**src/rtl/dram_stride_burst_ctrl.sv**
```systemverilog
// Strided/broadcast DRAM burst sequencer: latches operands on start and issues up to LANES one-hot-lane beats.
// Registered outputs; first beat one cycle after start is sampled; start is ignored while busy.
module dram_stride_burst_ctrl #(
    parameter int ADDR_W   = 8,
    parameter int STRIDE_W = 7,
    parameter int LANES    = 4,
    parameter int LEN_W    = $clog2(LANES) + 1
) (
    input  logic                clk,
    input  logic                rst,
    input  logic                start,
    input  logic                write_en,
    input  logic                strided,
    input  logic [ADDR_W-1:0]   base_addr,
    input  logic [STRIDE_W-1:0] stride,
    input  logic [LEN_W-1:0]    len,
    output logic [LANES-1:0]    lane_en,
    output logic [ADDR_W-1:0]   dram_address,
    output logic                dram_we,
    output logic [LEN_W-1:0]    beat_idx,
    output logic                busy,
    output logic                done
);

    typedef enum logic [1:0] {
        IDLE = 2'd0,
        RUN  = 2'd1,
        DONE = 2'd2
    } state_t;

    state_t state, state_n;

    logic [ADDR_W-1:0] stride_q;
    logic              strided_q;
    logic              we_q;
    logic [LEN_W-1:0]  eff_len_q;
    logic [LEN_W-1:0]  eff_len;
    logic              load;

    logic [LANES-1:0]  lane_n;
    logic [ADDR_W-1:0] addr_n;
    logic              we_n;
    logic [LEN_W-1:0]  beat_n;
    logic              busy_n;
    logic              done_n;

    // A zero or oversized length means a full burst across every lane.
    assign eff_len = ((len == '0) || (len > LEN_W'(LANES))) ? LEN_W'(LANES) : len;

    always_ff @(posedge clk) begin
        if (rst) begin
            state        <= IDLE;
            lane_en      <= '0;
            dram_address <= '0;
            dram_we      <= 1'b0;
            beat_idx     <= '0;
            busy         <= 1'b0;
            done         <= 1'b0;
            stride_q     <= '0;
            strided_q    <= 1'b0;
            we_q         <= 1'b0;
            eff_len_q    <= '0;
        end else begin
            state        <= state_n;
            lane_en      <= lane_n;
            dram_address <= addr_n;
            dram_we      <= we_n;
            beat_idx     <= beat_n;
            busy         <= busy_n;
            done         <= done_n;
            if (load) begin
                stride_q  <= ADDR_W'(stride);
                strided_q <= strided;
                we_q      <= write_en;
                eff_len_q <= eff_len;
            end
        end
    end

    always_comb begin
        state_n = state;
        load    = 1'b0;
        lane_n  = '0;
        addr_n  = dram_address;
        we_n    = 1'b0;
        beat_n  = beat_idx;
        busy_n  = 1'b0;
        done_n  = 1'b0;
        case (state)
            IDLE, DONE: begin
                if (start) begin
                    state_n = RUN;
                    load    = 1'b1;
                    lane_n  = {{(LANES-1){1'b0}}, 1'b1};
                    addr_n  = base_addr;
                    we_n    = write_en;
                    beat_n  = '0;
                    busy_n  = 1'b1;
                end else begin
                    state_n = IDLE;
                end
            end
            RUN: begin
                if (beat_idx == eff_len_q - LEN_W'(1)) begin
                    state_n = DONE;
                    done_n  = 1'b1;
                end else begin
                    // Address is accumulated beat by beat rather than multiplied.
                    lane_n = lane_en << 1;
                    addr_n = strided_q ? (dram_address + stride_q) : dram_address;
                    we_n   = we_q;
                    beat_n = beat_idx + LEN_W'(1);
                    busy_n = 1'b1;
                end
            end
            default: begin
                state_n = IDLE;
            end
        endcase
    end

endmodule

```
**config.mk**
```make
export PLATFORM = sky130hd
export DESIGN_NAME = dram_stride_burst_ctrl
export DESIGN_NICKNAME = d
export VERILOG_FILES = /design/src/rtl/dram_stride_burst_ctrl.sv
export SDC_FILE = /design/constraint.sdc
export NUM_CORES = 1
export LEC_CHECK = 0
export ABC_AREA = 1
export CELL_PAD_IN_SITES_DETAIL_PLACEMENT = 0
export CELL_PAD_IN_SITES_GLOBAL_PLACEMENT = 1
export CORE_MARGIN = 2
export CORE_UTILIZATION = 32
export CTS_CLUSTER_SIZE = 12
export DETAILED_ROUTE_END_ITERATION = 10
export PLACE_DENSITY = 0.82
export SETUP_SLACK_MARGIN = 0.5
export SYNTH_ARGS = -nofsm -noshare
export SYNTH_HDL_FRONTEND = slang
export SYNTH_SLANG_ARGS = --single-unit
```
**constraint.sdc**
```tcl
create_clock -name clk -period 1.4 [get_ports clk]
set_input_delay 0.21 -clock clk [delete_from_list [all_inputs] [get_ports clk]]
set_output_delay 0.21 -clock clk [all_outputs]
set_load 0.1 [all_outputs]
```
-- After elaboration in Yosys (flattened, before gate mapping)
Cells that the tools add are included.
- output and inout bits: 18
- input port bits: 23
- bits in latches: 0
- memories: 0
- memory bits (read-only): 0
- word-level logic and storage cells: 53
- RAM bits: 0
- register bits after elaboration: 32
- equal/unequal tests: 7
- shifts and indexed selects: 0
- $lt $le $gt $ge: 1
- reductions and logical operators: 8
- bitwise gates (word level): 1
- multiply operators: 0
- add/sub/neg operators: 3
- mux-type cells: 22
- divide/modulo/power cells: 0
- operators with widths (cell ; number):
    two-way mux 8 bit ; 3
    case mux 8 bit (2 select lines) ; 1
    two-way mux 3 bit ; 3
    adder 8 x 7 -> 8 bit ; 1
    two-way mux 1 bit ; 8
    inequality test 2 bit, second input constant ; 4
    case mux 4 bit (2 select lines) ; 1
    case mux 3 bit (2 select lines) ; 1
    two-way mux 4 bit ; 1
    case mux 1 bit (2 select lines) ; 2
    case mux 2 bit (2 select lines) ; 1
    AND reduction 4 bit ; 1
    OR reduction 2 bit ; 2
    adder 3 x 1 -> 3 bit, second input constant ; 1
    == test 3 bit ; 1
    > comparator 3 bit, second input constant ; 1
    zero test 3 bit ; 1
    AND reduction 3 bit ; 1
    subtractor 3 x 1 -> 3 bit, second input constant ; 1
    == test 2 x 1 -> 1 bit, second input constant ; 1
    == test 2 bit, second input constant ; 1
    zero test 2 bit ; 1
    two-way mux 2 bit ; 1
    nonzero test 2 bit ; 1
    2 further kinds ; 2

-- Depth between registers and ports, before layout
- word-level depth: 4
- gate-level depth with buffers: 14
- mapped depth without buffers: 14

-- Worst setup path after synthesis
OpenSTA, ideal clock, no wires.
- kind: register to register
- start: register dram_address[0]
- end: register dram_address[6]
- library setup time: 0.114 ns
- buffers on the path: 0
- cell stages (with the launch flop): 12
- period minus slack after synthesis: 2.305 ns
- path slack: -0.905 ns
- data arrival time: 2.191 ns
- path through: dfxtp_1 -> ha_1 -> inv_1 -> fa_1 -> inv_1 -> nand3_1 -> nand3_1 -> nand2_1 -> nand3_1 -> nand2_1 -> nor2_1 -> nor2_2
- cells in the longest elaborated chain, start to end: 4
- ends and longest elaborated chain (what ; line ; text):
    start, declared ; 18 ; output logic [ADDR_W-1:0] dram_address,
    start signal, assigned ; 66 ; dram_address <= addr_n;
    adder 8 x 7 -> 8 bit ; 110 ; addr_n = strided_q ? (dram_address + stride_q) : dram_address;
    two-way mux 8 bit ; 110 ;
    two-way mux 8 bit ; 104 ; if (beat_idx == eff_len_q - LEN_W'(1)) begin
    case mux 8 bit (2 select lines) ; 89 ; case (state)
Every way passes these cells. The select of a mux whose other input is x is not followed.
A chain may end at the register's enable or synchronous reset.

-- Worst setup path after layout
- start: register dram_address[0]
- end: register dram_address[4]
Same word-level chain as after synthesis.

==> results_dict.tcl <==
set metrics [dict create \
    status "finished with violations" \
    violations "setup timing" \
    max_stage_delay_ns 0.38 \
    final_design_area_no_fill_sq_mm 0.00316 \
    grt_pass1_vias 1782 \
    required_ns 1.62 \
    drt_iter0_markers 89 \
    port_buffers 40 \
    grt_pass1_wl_um 8040 \
    clock_latency_ns 0.29 \
    syn_area_per_cell_sq_um 7.47 \
    netlist_area_sq_mm 0.00172 \
    hold_viol 0 \
    ys_warn_count 0 \
    regArea_sq_um 692 \
    drive_gt1_frac 0.500 \
    pwr-share-clk 0.273 \
    fin_skew_ns 0.00882 \
    placementRows 26 \
    peakVddDrop_mv 0.530 \
    grt_overflow 0 \
    track_usage 0.168 \
    htreeDepth 2 \
    critical_path_peak_fanout 2 \
    ys_seq_area_frac 0.373 \
    fmax_mhz 650 \
    final_common_cell "nand2_1" \
    rsz0062_at_grt "yes" \
    grt_max_degree 12 \
    die-height_um 77.3 \
    ant_nets 0 \
    critPathArrivalTime_ns 1.76 \
    start_util 0.334 \
    p_leak_nw 1.35 \
    startpoint_type "flip-flop" \
    core_sq_mm 0.00514 \
    synth_nets 264 \
    gp_congestion 0.803 \
    pwr_density_cell_mw_per_mm2 955 \
    crit_slowest_cell "fa_2" \
    period_share 1.10 \
    drv_cap 0 \
    crit_type "reg -> reg" \
    hp-class "in -> reg" \
    layout_common_cells "nand2_1, inv_1, buf_12, clkdlybuf4s50_1, buf_4" \
    clock_sinks 32 \
    n_antenna_cell 0 \
    ys_ff_latch 32 \
    p_seq_frac 0.342 \
    max-slew-margin-rel 0.785 \
    die_x_um 77.3 \
    hpwlAfterDp_um 3190 \
    end_kind "flip-flop" \
    antenna_found_initial 0 \
    clockBufferDepth 2 \
    finalSetupViolCount 17 \
    firstDrtPassIters 4 \
    p_int_w 0.00195 \
    route.detailed.drc 0 \
    fillerInstances 468 \
    dpl-instance-area_sq_mm 0.00280 \
    cts_buffers 5 \
    viasPerCell 4.51 \
    num_vias 1723 \
    setup_ws_ns -0.140 \
    clkTransAtPathRegs_ns 0.07 \
    drv_slew 0 \
    cp_cell_sequence "ha_4 > inv_2 > fa_2 > inv_2 > nand2_2 > nand2_1 > nand2_1 > a31oi_1 > nor2_1 > nor2_2" \
    switching_share 0.353 \
    postSynthCellCount 230 \
    cts_tree "yes" \
    final_nets 345 \
    wl_per_cell_um 11.8 \
    synth.distinct_cells 28 \
    period_minus_slack_ns 1.54 \
    syn_to_final_growth_pct 84.1 \
    dp_worst_setup_slack_ns -0.175 \
    cts_root_buffer "clkbuf_8" \
    multi_input_area_sq_mm 0.00121 \
    io_pins 41 \
    worstMarginPinSlew_ns 0.322 \
    p_switching_w 0.00107 \
    routed_wl_um 4500 \
    comb_power_share 0.385 \
    die-area_sq_mm 0.00597 \
]
## layer usage
| metal | track usage | vias to the layer above | wire [um] |
|---|---|---|---|
| li1 | - | 894 | - |
| met5 | 0 | - | 0 |
| met3 | 0.0306 | 9 | 179 |
| met4 | 0.0643 | 0 | 99 |
| met1 | 0.204 | 782 | 2040 |
| met2 | 0.292 | 38 | 2180 |
## synthesized netlist by cell type (all sizes together)
cell type / instances / area share
nand3: 16 / 0.047
xnor2: 2 / 0.010
inv: 35 / 0.076
ha: 10 / 0.073
nand4: 1 / 0.0036
nand3b: 5 / 0.022
a21oi: 12 / 0.035
mux2i: 1 / 0.0058
clkinv: 1 / 0.0022
fa: 1 / 0.012
buf: 3 / 0.0087
nor2: 24 / 0.075
o21ai: 5 / 0.015
a31oi: 2 / 0.0073
or2: 3 / 0.011
nor3b: 3 / 0.013
a22o: 6 / 0.031
o22ai: 1 / 0.0036
dfxtp: 32 / 0.37
nand2: 67 / 0.18
## cell type report
class	count	area share
timing repair buffer	75	0.291
clock inverter	2	0.00356
tap	70	0.0277
multi-input combinational	161	0.382
clock buffer	6	0.0297
inverter	36	0.0475
sequential	32	0.219
## power by group through the flow
| stage | clock (W) | combinational [W] | sequential (W) |
|---|---|---|---|
| after floorplan | 0 | 0.000390 | 0.00130 |
| after global placement | 0 | 0.00103 | 0.00105 |
| after detailed placement | 0 | 0.00104 | 0.00105 |
| after CTS | 0.000848 | 0.00114 | 0.00103 |
| after global routing | 0.000897 | 0.00126 | 0.00104 |
| final | 0.000823 | 0.00116 | 0.00103 |
## flip-flops by register name, indices dropped and copies added (netlist names)
register,flops
beat_idx,3
busy,1
done,1
dram_address,8
dram_we,1
eff_len_q,3
lane_en,4
state,2
stride_q,7
strided_q,1
we_q,1
## logic make-up after synthesis
family / after synthesis / share of synthesized area
simple gates: 119 / 0.348
xor+xnor: 2 / 0.0102
fa+ha+maj: 11 / 0.0845
mux: 1 / 0.00583
flops: 32 / 0.373
buf+inv: 39 / 0.0874
compound gates: 26 / 0.0910
## critical path, delay by kind of cell, from the launching register on
| kind | cells | cell delay [ns] |
|---|---|---|
| DFF | 1 | 0.36 |
| and+or+nand+nor | 5 | 0.30 |
| buffers and inverters | 2 | 0.12 |
| AOI/OAI and AO/OA | 1 | 0.19 |
| adders and majority gates | 2 | 0.51 |
## what timing repair did
item	4_1_cts	5_1_grt
hold buffers	0	0
pin swaps	23	13
buffers inserted	9	2
cloned	2	0
setup endpoints to repair	50	49
resized for setup	39	14
## through the flow
step | total power (W) | utilization | instances | hold WS [ns] | TNS (ns)
detailed placement | 0.00209 | 0.544 | 361 | 0.465 | -1.61
global placement | 0.00208 | 0.544 | 361 | 0.449 | -1.17
floorplan | 0.00169 | - | 230 | 0.329 | -1.51
finish | 0.00302 | 0.615 | 382 | 0.332 | -1.55
CTS | 0.00303 | 0.604 | 380 | 0.325 | -1.21
global route | 0.00320 | 0.615 | 382 | 0.359 | -3.27
## final timing paths
kind	start	to	slack, ns	cells after the start
setup / recovery	dram_address[0]	dram_address[4]	-0.14	10
hold / removal	len[0]	eff_len_q[0]	0.33	3
setup reg to reg	dram_address[0]	dram_address[4]	-0.14	10
hold reg to reg	we_q	dram_we	0.48	2
(Power assumes the default switching activity.)
